<file path="config.mk">
export PLATFORM = sky130hd
export DESIGN_NAME = systolic_ctrl_flat
export DESIGN_NICKNAME = d
export VERILOG_FILES = /design/src/rtl/systolic_ctrl_if.sv /design/src/rtl/systolic_ctrl.sv /design/src/flat_wrapper.sv
export SDC_FILE = /design/constraint.sdc
export NUM_CORES = 1
export LEC_CHECK = 0
export CORE_MARGIN = 2
export CORE_UTILIZATION = 46
export DETAILED_ROUTE_END_ITERATION = 6
export GPL_TIMING_DRIVEN = 1
export HOLD_SLACK_MARGIN = 0.08
export PLACE_DENSITY_LB_ADDON = 0.25
export SYNTH_ARGS = -nofsm -noshare
export SYNTH_HDL_FRONTEND = slang
export SYNTH_SLANG_ARGS = --single-unit
</file>
<file path="constraint.sdc">
create_clock -name clk -period 5.41 [get_ports clk]
set_input_delay 1.623 -clock clk [delete_from_list [all_inputs] [get_ports clk]]
set_output_delay 1.623 -clock clk [all_outputs]
set_load 0.03 [all_outputs]
</file>
<file path="src/rtl/systolic_ctrl_if.sv">
// Command, array-control and result signals of the 2x2 systolic array controller.
// slave = controller view; master = command/array side that drives it.
interface systolic_ctrl_if #(
  parameter int RES_WIDTH = 16
);
  logic                        start;
  logic                        cfg_transpose;
  logic                        cfg_activation;
  logic                        busy;
  logic                        clear;
  logic                        data_valid;
  logic [1:0]                  a0_sel;
  logic [1:0]                  a1_sel;
  logic [1:0]                  b0_sel;
  logic [1:0]                  b1_sel;
  logic                        transpose;
  logic                        activation;
  logic signed [RES_WIDTH-1:0] c00_in;
  logic signed [RES_WIDTH-1:0] c01_in;
  logic signed [RES_WIDTH-1:0] c10_in;
  logic signed [RES_WIDTH-1:0] c11_in;
  logic                        res_valid;
  logic                        res_ready;
  logic signed [RES_WIDTH-1:0] res00;
  logic signed [RES_WIDTH-1:0] res01;
  logic signed [RES_WIDTH-1:0] res10;
  logic signed [RES_WIDTH-1:0] res11;

  modport slave (
    input  start, cfg_transpose, cfg_activation, res_ready,
    input  c00_in, c01_in, c10_in, c11_in,
    output busy, clear, data_valid, a0_sel, a1_sel, b0_sel, b1_sel,
    output transpose, activation, res_valid, res00, res01, res10, res11
  );

  modport master (
    output start, cfg_transpose, cfg_activation, res_ready,
    output c00_in, c01_in, c10_in, c11_in,
    input  busy, clear, data_valid, a0_sel, a1_sel, b0_sel, b1_sel,
    input  transpose, activation, res_valid, res00, res01, res10, res11
  );
endinterface

</file>
<file path="src/rtl/systolic_ctrl.sv">
// Job sequencer for the 2x2 systolic array: clear, skewed feed, drain, result capture.
// state  | meaning
// IDLE   | waiting for start; config latched on acceptance
// CLEAR  | one cycle of accumulator clear
// FEED   | three skewed feed cycles, cnt = k (0..2)
// DRAIN  | pipeline drain, cnt counts down to 0, capture on exit
// RESULT | results held until res_ready
module systolic_ctrl #(
  parameter int DRAIN_CYCLES = 2,
  parameter int RES_WIDTH    = 16
) (
  input  logic          clk,
  input  logic          rst,
  systolic_ctrl_if.slave bus
);

  typedef enum logic [2:0] {
    IDLE   = 3'd0,
    CLEAR  = 3'd1,
    FEED   = 3'd2,
    DRAIN  = 3'd3,
    RESULT = 3'd4
  } state_t;

  localparam logic [3:0] DRAIN_LOAD = 4'(DRAIN_CYCLES - 1);
  localparam logic [1:0] SEL_ZERO   = 2'd2;

  state_t     state_q, state_d;
  logic [3:0] cnt_q, cnt_d;
  logic       capture;
  logic       busy_d, clear_d, data_valid_d, res_valid_d;
  logic [1:0] a0_sel_d, a1_sel_d;

  // Outputs are registered decodes of the next state so reset forces them all to 0.
  always_comb begin
    state_d      = state_q;
    cnt_d        = cnt_q;
    capture      = 1'b0;
    busy_d       = 1'b0;
    clear_d      = 1'b0;
    data_valid_d = 1'b0;
    res_valid_d  = 1'b0;
    a0_sel_d     = SEL_ZERO;
    a1_sel_d     = SEL_ZERO;

    case (state_q)
      IDLE: begin
        if (bus.start) state_d = CLEAR;
      end
      CLEAR: begin
        state_d = FEED;
        cnt_d   = 4'd0;
      end
      FEED: begin
        if (cnt_q == 4'd2) begin
          state_d = DRAIN;
          cnt_d   = DRAIN_LOAD;
        end else begin
          cnt_d = cnt_q + 4'd1;
        end
      end
      DRAIN: begin
        if (cnt_q == 4'd0) begin
          state_d = RESULT;
          capture = 1'b1;
        end else begin
          cnt_d = cnt_q - 4'd1;
        end
      end
      RESULT: begin
        if (bus.res_ready) state_d = IDLE;
      end
      default: begin
        state_d = IDLE;
        cnt_d   = 4'd0;
      end
    endcase

    busy_d       = (state_d != IDLE);
    clear_d      = (state_d == CLEAR);
    data_valid_d = (state_d == FEED);
    res_valid_d  = (state_d == RESULT);
    // Row/column 1 lag row/column 0 by one cycle.
    if (state_d == FEED) begin
      a0_sel_d = cnt_d[1:0];
      a1_sel_d = (cnt_d == 4'd0) ? SEL_ZERO : 2'(cnt_d - 4'd1);
    end
  end

  always_ff @(posedge clk or negedge rst) begin
    if (!rst) begin
      state_q        <= IDLE;
      cnt_q          <= 4'd0;
      bus.busy       <= 1'b0;
      bus.clear      <= 1'b0;
      bus.data_valid <= 1'b0;
      bus.a0_sel     <= 2'd0;
      bus.a1_sel     <= 2'd0;
      bus.b0_sel     <= 2'd0;
      bus.b1_sel     <= 2'd0;
      bus.transpose  <= 1'b0;
      bus.activation <= 1'b0;
      bus.res_valid  <= 1'b0;
      bus.res00      <= '0;
      bus.res01      <= '0;
      bus.res10      <= '0;
      bus.res11      <= '0;
    end else begin
      state_q        <= state_d;
      cnt_q          <= cnt_d;
      bus.busy       <= busy_d;
      bus.clear      <= clear_d;
      bus.data_valid <= data_valid_d;
      bus.a0_sel     <= a0_sel_d;
      bus.a1_sel     <= a1_sel_d;
      bus.b0_sel     <= a0_sel_d;
      bus.b1_sel     <= a1_sel_d;
      bus.res_valid  <= res_valid_d;
      if (state_q == IDLE && bus.start) begin
        bus.transpose  <= bus.cfg_transpose;
        bus.activation <= bus.cfg_activation;
      end
      if (capture) begin
        bus.res00 <= bus.c00_in;
        bus.res01 <= bus.c01_in;
        bus.res10 <= bus.c10_in;
        bus.res11 <= bus.c11_in;
      end
    end
  end

endmodule

</file>
<file path="src/flat_wrapper.sv">
// flat-port wrapper written by rule: the top's interface ports become plain ports
module systolic_ctrl_flat 
#(
  parameter int DRAIN_CYCLES = 2,
  parameter int RES_WIDTH    = 16
)
  (clk, rst, bus_start, bus_cfg_transpose, bus_cfg_activation, bus_res_ready, bus_c00_in, bus_c01_in, bus_c10_in, bus_c11_in, bus_busy, bus_clear, bus_data_valid, bus_a0_sel, bus_a1_sel, bus_b0_sel, bus_b1_sel, bus_transpose, bus_activation, bus_res_valid, bus_res00, bus_res01, bus_res10, bus_res11);
  systolic_ctrl_if #(.RES_WIDTH(RES_WIDTH)) bus_i ();
  input  logic clk;
  input  logic rst;
  input wire logic [$bits(bus_i.start)-1:0] bus_start;
  input wire logic [$bits(bus_i.cfg_transpose)-1:0] bus_cfg_transpose;
  input wire logic [$bits(bus_i.cfg_activation)-1:0] bus_cfg_activation;
  input wire logic [$bits(bus_i.res_ready)-1:0] bus_res_ready;
  input wire logic [$bits(bus_i.c00_in)-1:0] bus_c00_in;
  input wire logic [$bits(bus_i.c01_in)-1:0] bus_c01_in;
  input wire logic [$bits(bus_i.c10_in)-1:0] bus_c10_in;
  input wire logic [$bits(bus_i.c11_in)-1:0] bus_c11_in;
  output wire logic [$bits(bus_i.busy)-1:0] bus_busy;
  output wire logic [$bits(bus_i.clear)-1:0] bus_clear;
  output wire logic [$bits(bus_i.data_valid)-1:0] bus_data_valid;
  output wire logic [$bits(bus_i.a0_sel)-1:0] bus_a0_sel;
  output wire logic [$bits(bus_i.a1_sel)-1:0] bus_a1_sel;
  output wire logic [$bits(bus_i.b0_sel)-1:0] bus_b0_sel;
  output wire logic [$bits(bus_i.b1_sel)-1:0] bus_b1_sel;
  output wire logic [$bits(bus_i.transpose)-1:0] bus_transpose;
  output wire logic [$bits(bus_i.activation)-1:0] bus_activation;
  output wire logic [$bits(bus_i.res_valid)-1:0] bus_res_valid;
  output wire logic [$bits(bus_i.res00)-1:0] bus_res00;
  output wire logic [$bits(bus_i.res01)-1:0] bus_res01;
  output wire logic [$bits(bus_i.res10)-1:0] bus_res10;
  output wire logic [$bits(bus_i.res11)-1:0] bus_res11;
  assign bus_i.start = bus_start;
  assign bus_i.cfg_transpose = bus_cfg_transpose;
  assign bus_i.cfg_activation = bus_cfg_activation;
  assign bus_i.res_ready = bus_res_ready;
  assign bus_i.c00_in = bus_c00_in;
  assign bus_i.c01_in = bus_c01_in;
  assign bus_i.c10_in = bus_c10_in;
  assign bus_i.c11_in = bus_c11_in;
  assign bus_busy = bus_i.busy;
  assign bus_clear = bus_i.clear;
  assign bus_data_valid = bus_i.data_valid;
  assign bus_a0_sel = bus_i.a0_sel;
  assign bus_a1_sel = bus_i.a1_sel;
  assign bus_b0_sel = bus_i.b0_sel;
  assign bus_b1_sel = bus_i.b1_sel;
  assign bus_transpose = bus_i.transpose;
  assign bus_activation = bus_i.activation;
  assign bus_res_valid = bus_i.res_valid;
  assign bus_res00 = bus_i.res00;
  assign bus_res01 = bus_i.res01;
  assign bus_res10 = bus_i.res10;
  assign bus_res11 = bus_i.res11;
  systolic_ctrl #(.DRAIN_CYCLES(DRAIN_CYCLES), .RES_WIDTH(RES_WIDTH)) u_core (.clk(clk), .rst(rst), .bus(bus_i));
endmodule
</file>
Yosys cells after proc, flatten, opt, wreduce, memory -nomap -nowiden

Index checks and enable logic that the tools add are counted.
Widths: inputs -> output; s select.

Bits in registers: 81
Bits in latches: 0
Bits in writable memories: 0
Memory bits (read-only): 0
Input port bits: 70
Output and inout bits: 78
Memories kept: 0

Add/subtract/negate cells: 3
$mul: 0
Divide/modulo/power cells: 0
Magnitude comparators: 0
Equal/unequal tests: 8
Shifts and indexed selects: 0
Multiplexer cells: 13
Bitwise gates (word level): 0
Reduce and logical (&&, ||, !) cells: 6

Operators with widths:

| operator            | count |
|---|---|
| $pmux 3 s5          | 1 |
| $mux 3              | 4 |
| $pmux 4 s3          | 1 |
| $eq 3x2->1 const B  | 3 |
| $logic_not 4->1     | 2 |
| $mux 4              | 2 |
| $eq 3x1->1 const B  | 2 |
| $eq 3x3->1 const B  | 2 |
| $mux 2              | 3 |
| $add 4x1->4 const B | 1 |
| $eq 4x2->1 const B  | 1 |
| $sub 4x1->4 const B | 1 |
| $logic_not 3->1     | 1 |
| $reduce_bool 3->1   | 1 |
| $mux 1              | 2 |
| $reduce_or 2->1     | 1 |
| $sub 2x1->2 const B | 1 |
| $logic_and 1x1->1   | 1 |

Depth between registers and ports, before layout

Word-level depth: 6
Mapped depth: 11

Worst setup path before layout

No wires, ideal clock.

Path type: reg2reg
Start: reg u_core.cnt_q[0]
End: reg u_core.bus.a1_sel[0]
Setup time: 124 ps
Data arrival time: 2249 ps
Setup slack: 3037 ps
Cell stages (with the launch flop): 12
Buffers on the path: 2
Period minus slack after synthesis: 2373 ps
Cell sequence: dfrtp_1 > clkbuf_1 > inv_1 > ha_1 > nor3b_1 > and2_1 > buf_2 > or2_1 > a22oi_2 > ha_1 > inv_1 > o31a_1

Word-level cells in the longest chain between the ends: 6
Elaborated cells on any way between the ends: 15
Those cells by class: 3 x add/sub; 2 x eq/ne; 8 x mux; 2 x reduce/logical

Ends and longest elaborated chain:

| element                                        | line                                     | RTL |
|---|---|---|
| from (decl)                                    | systolic_ctrl.sv:29                      | `logic [3:0] cnt_q, cnt_d;` |
| from (signal assigned)                         | systolic_ctrl.sv:110                     | `cnt_q <= cnt_d;` |
| $sub 4x1->4 (tied with other cells)            | systolic_ctrl.sv:67                      | `cnt_d = cnt_q - 4'd1;` |
| $mux 4, on equally long branches               | systolic_ctrl.sv:63, systolic_ctrl.sv:55 |  |
| $pmux 4 s3                                     | systolic_ctrl.sv:46                      | `case (state_q)` |
| $sub 2x1->2 or $logic_not 4->1 (tied branches) | systolic_ctrl.sv:86                      | `a1_sel_d = (cnt_d == 4'd0) ? SEL_ZERO : 2'(cnt_d - 4'd1);` |
| $mux 2                                         | systolic_ctrl.sv:86                      |  |
| $mux 2 *                                       | systolic_ctrl.sv:84                      | `if (state_d == FEED) begin` |
| named net u_core.a1_sel_d[0]                   | systolic_ctrl.sv:32                      | `logic [1:0] a0_sel_d, a1_sel_d;` |
| to (signal assigned)                           | systolic_ctrl.sv:115                     | `bus.a1_sel <= a1_sel_d;` |
| to (decl)                                      | systolic_ctrl_if.sv:32                   | `output busy, clear, data_valid, a0_sel, a1_sel, b0_sel, b1_sel,` |

The timed path passes the listed nets; every way through them passes the cells marked *.
A chain may end at the register's enable or synchronous reset.

Worst setup path after layout

Start: reg u_core.cnt_q[0]
End: reg u_core.bus.a1_sel[1]

The elaborated chain is that of the path after synthesis.

==> reports/qor.yml <==
synthesis:
  synth_largest_area_cell: "dfrtp_1"
  synth_warnings: 0
  syn_area_um2: 3460
  synth-seq-cells: 81
  synth_cell_types: 41
  syn_avg_cell_area_um2: 15.3
  synth_fp_nets: 301
  synth_edf_count: 0
  synth.area.top_cells: "dfrtp_1 (59%), mux2_4 (16%), mux2_2 (9.1%)"
  seq_area_frac_synth_pct: 58.6
  netlist.area_leader.share_pct: 58.6
  netlist_instances: 226
  synth-main-ff-cell: "dfrtp_1"
  synthArstFlopShare_pct: 100
setup_path:
  cp_num_buf_inv: 1
  critical_path.max_fanout: 67
  crit_end: "u_core.bus.a1_sel[1]"
  cp_top_family: "simple AND/OR/NAND/NOR gates"
  ff2ff_setup_slack_ns: 2.32
  worst_setup_path_end_kind: "flip-flop"
  critical_path_depth: 8
  startpoint_type: "flip-flop"
  r2r_end: "u_core.bus.a1_sel[1]"
  cp_common_cell: "ha_1"
  rr_worst_depth: 8
  path_class: "flip-flop to flip-flop"
  critPathSlowestCell: "and2_4"
  path_cells: "inv_1, ha_1, nor3b_1, and2_4, or2_1, a22oi_2, ha_1, nand2_1"
  critical_path_required_ns: 5.63
  crit_path_start: "u_core.cnt_q[0]"
  arrival_ns: 3.31
  slowest_delay_ns: 0.91
  r2r-start: "u_core.cnt_q[0]"
placement:
  dp_hpwl_mm: 5.55
  gp_congestion: 0.845
  place_inst: 455
  portBuffers: 147
power:
  p_leak_nw: 2.19
  irDropWorstVdd_mv: 0.373
  pwr_density_cell_nw_per_um2: 683
final_layout:
  ff_latch_area_um2: 2030
  fillers: 532
  drive_gt1_share_pct: 23.1
  area_growth_pct: 48.2
  final_common_cell: "clkdlybuf4s50_1"
  final_nets: 442
  multiInputGateArea_um2: 1290
  n_antenna_cell: 0
  stdcell_count: 471
  layout_common_cells: "clkdlybuf4s50_1 (146), dfrtp_1 (81), mux2_4 (38)"
grt:
  grt_max_degree: 82
  antenna_found_initial: 0
  grt_pass1_wl_mm: 12.7
  gr-total-overflow: 0
  grt_usage_pct: 19.6
  grt_pass1_vias: 2499
detailed_routing:
  drtAntennaViolNets: 0
  drc: 0
  vias: 2324
  drtIter0Drc: 84
  routedWlPerCell_um: 16.3
  via_per_inst: 4.93
  first_pass_iters: 4
  drt_wl_total_mm: 7.67
floorplan:
  chipHeight_um: 90.7
  core_area_um2: 7250
  start_util_pct: 47.7
  die_x_um: 90.7
  rows: 31
  die_area_um2: 8230
  ios: 148
cts:
  cts.sinks: 81
  post-cts-setup-buffers: 0
  clk_latency_ns: 0.34
  clk_pin_slew_ns: 0.08
  cts_root_buffer: "clkbuf_8"
  cts_buffer_depth: 2
  ctsHoldBuffers: 0
  cts_resized: 0
  cts_max_level: 3
  cts_buffers: 9
  cts_tree: "done"
sta:
  fin_crit_ns: 3.09
  setup_viol: 0
  fin_hold_ws_ns: 0.505
  slew-limit-headroom_pct: 26.8
  fmax_mhz: 324
  tightest_slew_ns: 1.10
  clock_skew_ns: 0.0123
  rsz0062_at_grt: "false"
  slew_viol_final: 0
  timing.final.crit_share_pct: 57.1
  finalSetupTns_ns: 0
  hold_violations: 0
min_path:
  min_path_type: "flip-flop to flip-flop"
job:
  maxCapViolations: 0
outcome:
  status: "completed"
-- stage by stage --
| step | setup WS (ns) | util [%] | total power [W] | cell area [um2] |
|---|---|---|---|---|
| floorplan | 3.04 | - | 0.00233 | 3460 |
| global placement | 2.56 | 68.0 | 0.00304 | 4930 |
| detailed placement | 2.35 | 68.0 | 0.00309 | 4930 |
| CTS | 2.35 | 70.7 | 0.00353 | 5130 |
| global route | 2.06 | 70.7 | 0.00369 | 5130 |
| finish | 2.32 | 70.7 | 0.00350 | 5130 |
-- layer usage --
layer,wire (um),global-route usage [%]
met3,517,5.01
met2,3700,31.7
met5,0,0
met4,148,8.33
met1,3300,25.0
-- cell usage after synthesis, drive strengths merged, types with 2 or more instances --
library cell	count
inv	6
ha	5
a21o	2
nand2	3
a21oi	2
buf	15
o31a	2
o21ai	4
a31oi	2
nor3b	4
or2	2
nor3	3
clkbuf	2
nor2	7
mux2	66
a211oi	2
dfrtp	81
-- state kept, by name, summed over array words and instances, names as in the netlist, 2 cells and up --
signal             count
u_core.bus.a0_sel      2
u_core.bus.res01      16
u_core.bus.res00      16
u_core.bus.res10      16
u_core.bus.a1_sel      2
u_core.bus.res11      16
u_core.state_q         3
u_core.cnt_q           4
-- worst min path at each step --
stage	from	end	slack (ns)	depth (start not counted)
global route	u_core.bus.transpose	u_core.bus.transpose	0.53	1
floorplan	u_core.state_q[2]	u_core.bus.clear	0.52	1
CTS	u_core.bus.res00[12]	u_core.bus.res00[12]	0.51	1
finish	u_core.bus.res01[7]	u_core.bus.res01[7]	0.51	1
detailed placement	u_core.bus.res11[14]	u_core.bus.res11[14]	0.49	1
global placement	u_core.bus.res01[7]	u_core.bus.res01[7]	0.49	1
-- power breakdown --
group / switching (W) / total, W / internal [W]
logic: 0.000998 / 0.00196 / 0.000965
clock network: 0.000205 / 0.000431 / 0.000226
registers: 0.000199 / 0.00111 / 0.000907
-- cells by family (layout without fill, tap and decap cells) --
logic type               after synthesis  count (layout)  share of synthesized area (%)
AND/OR/NAND/NOR                       28              28                           4.74
AO/OA/AOI/OAI                         22              22                           4.70
multiplexers                          67              67                           25.9
adder cells (fa/ha/maj)                5               5                           1.81
flip-flops                            81              81                           58.6
buffers and inverters                 23             169                           4.30
-- final cells by class --
cell class | instances | share of cell area (%)
Clock buffer | 12 | 2.83
Timing Repair Buffer | 147 | 28.6
Clock inverter | 4 | 1.02
Inverter | 6 | 0.439
Tap cell | 99 | 2.42
Multi-Input combinational cell | 122 | 25.1
Sequential cell | 81 | 39.5
Power figures use the tool's default switching activity.
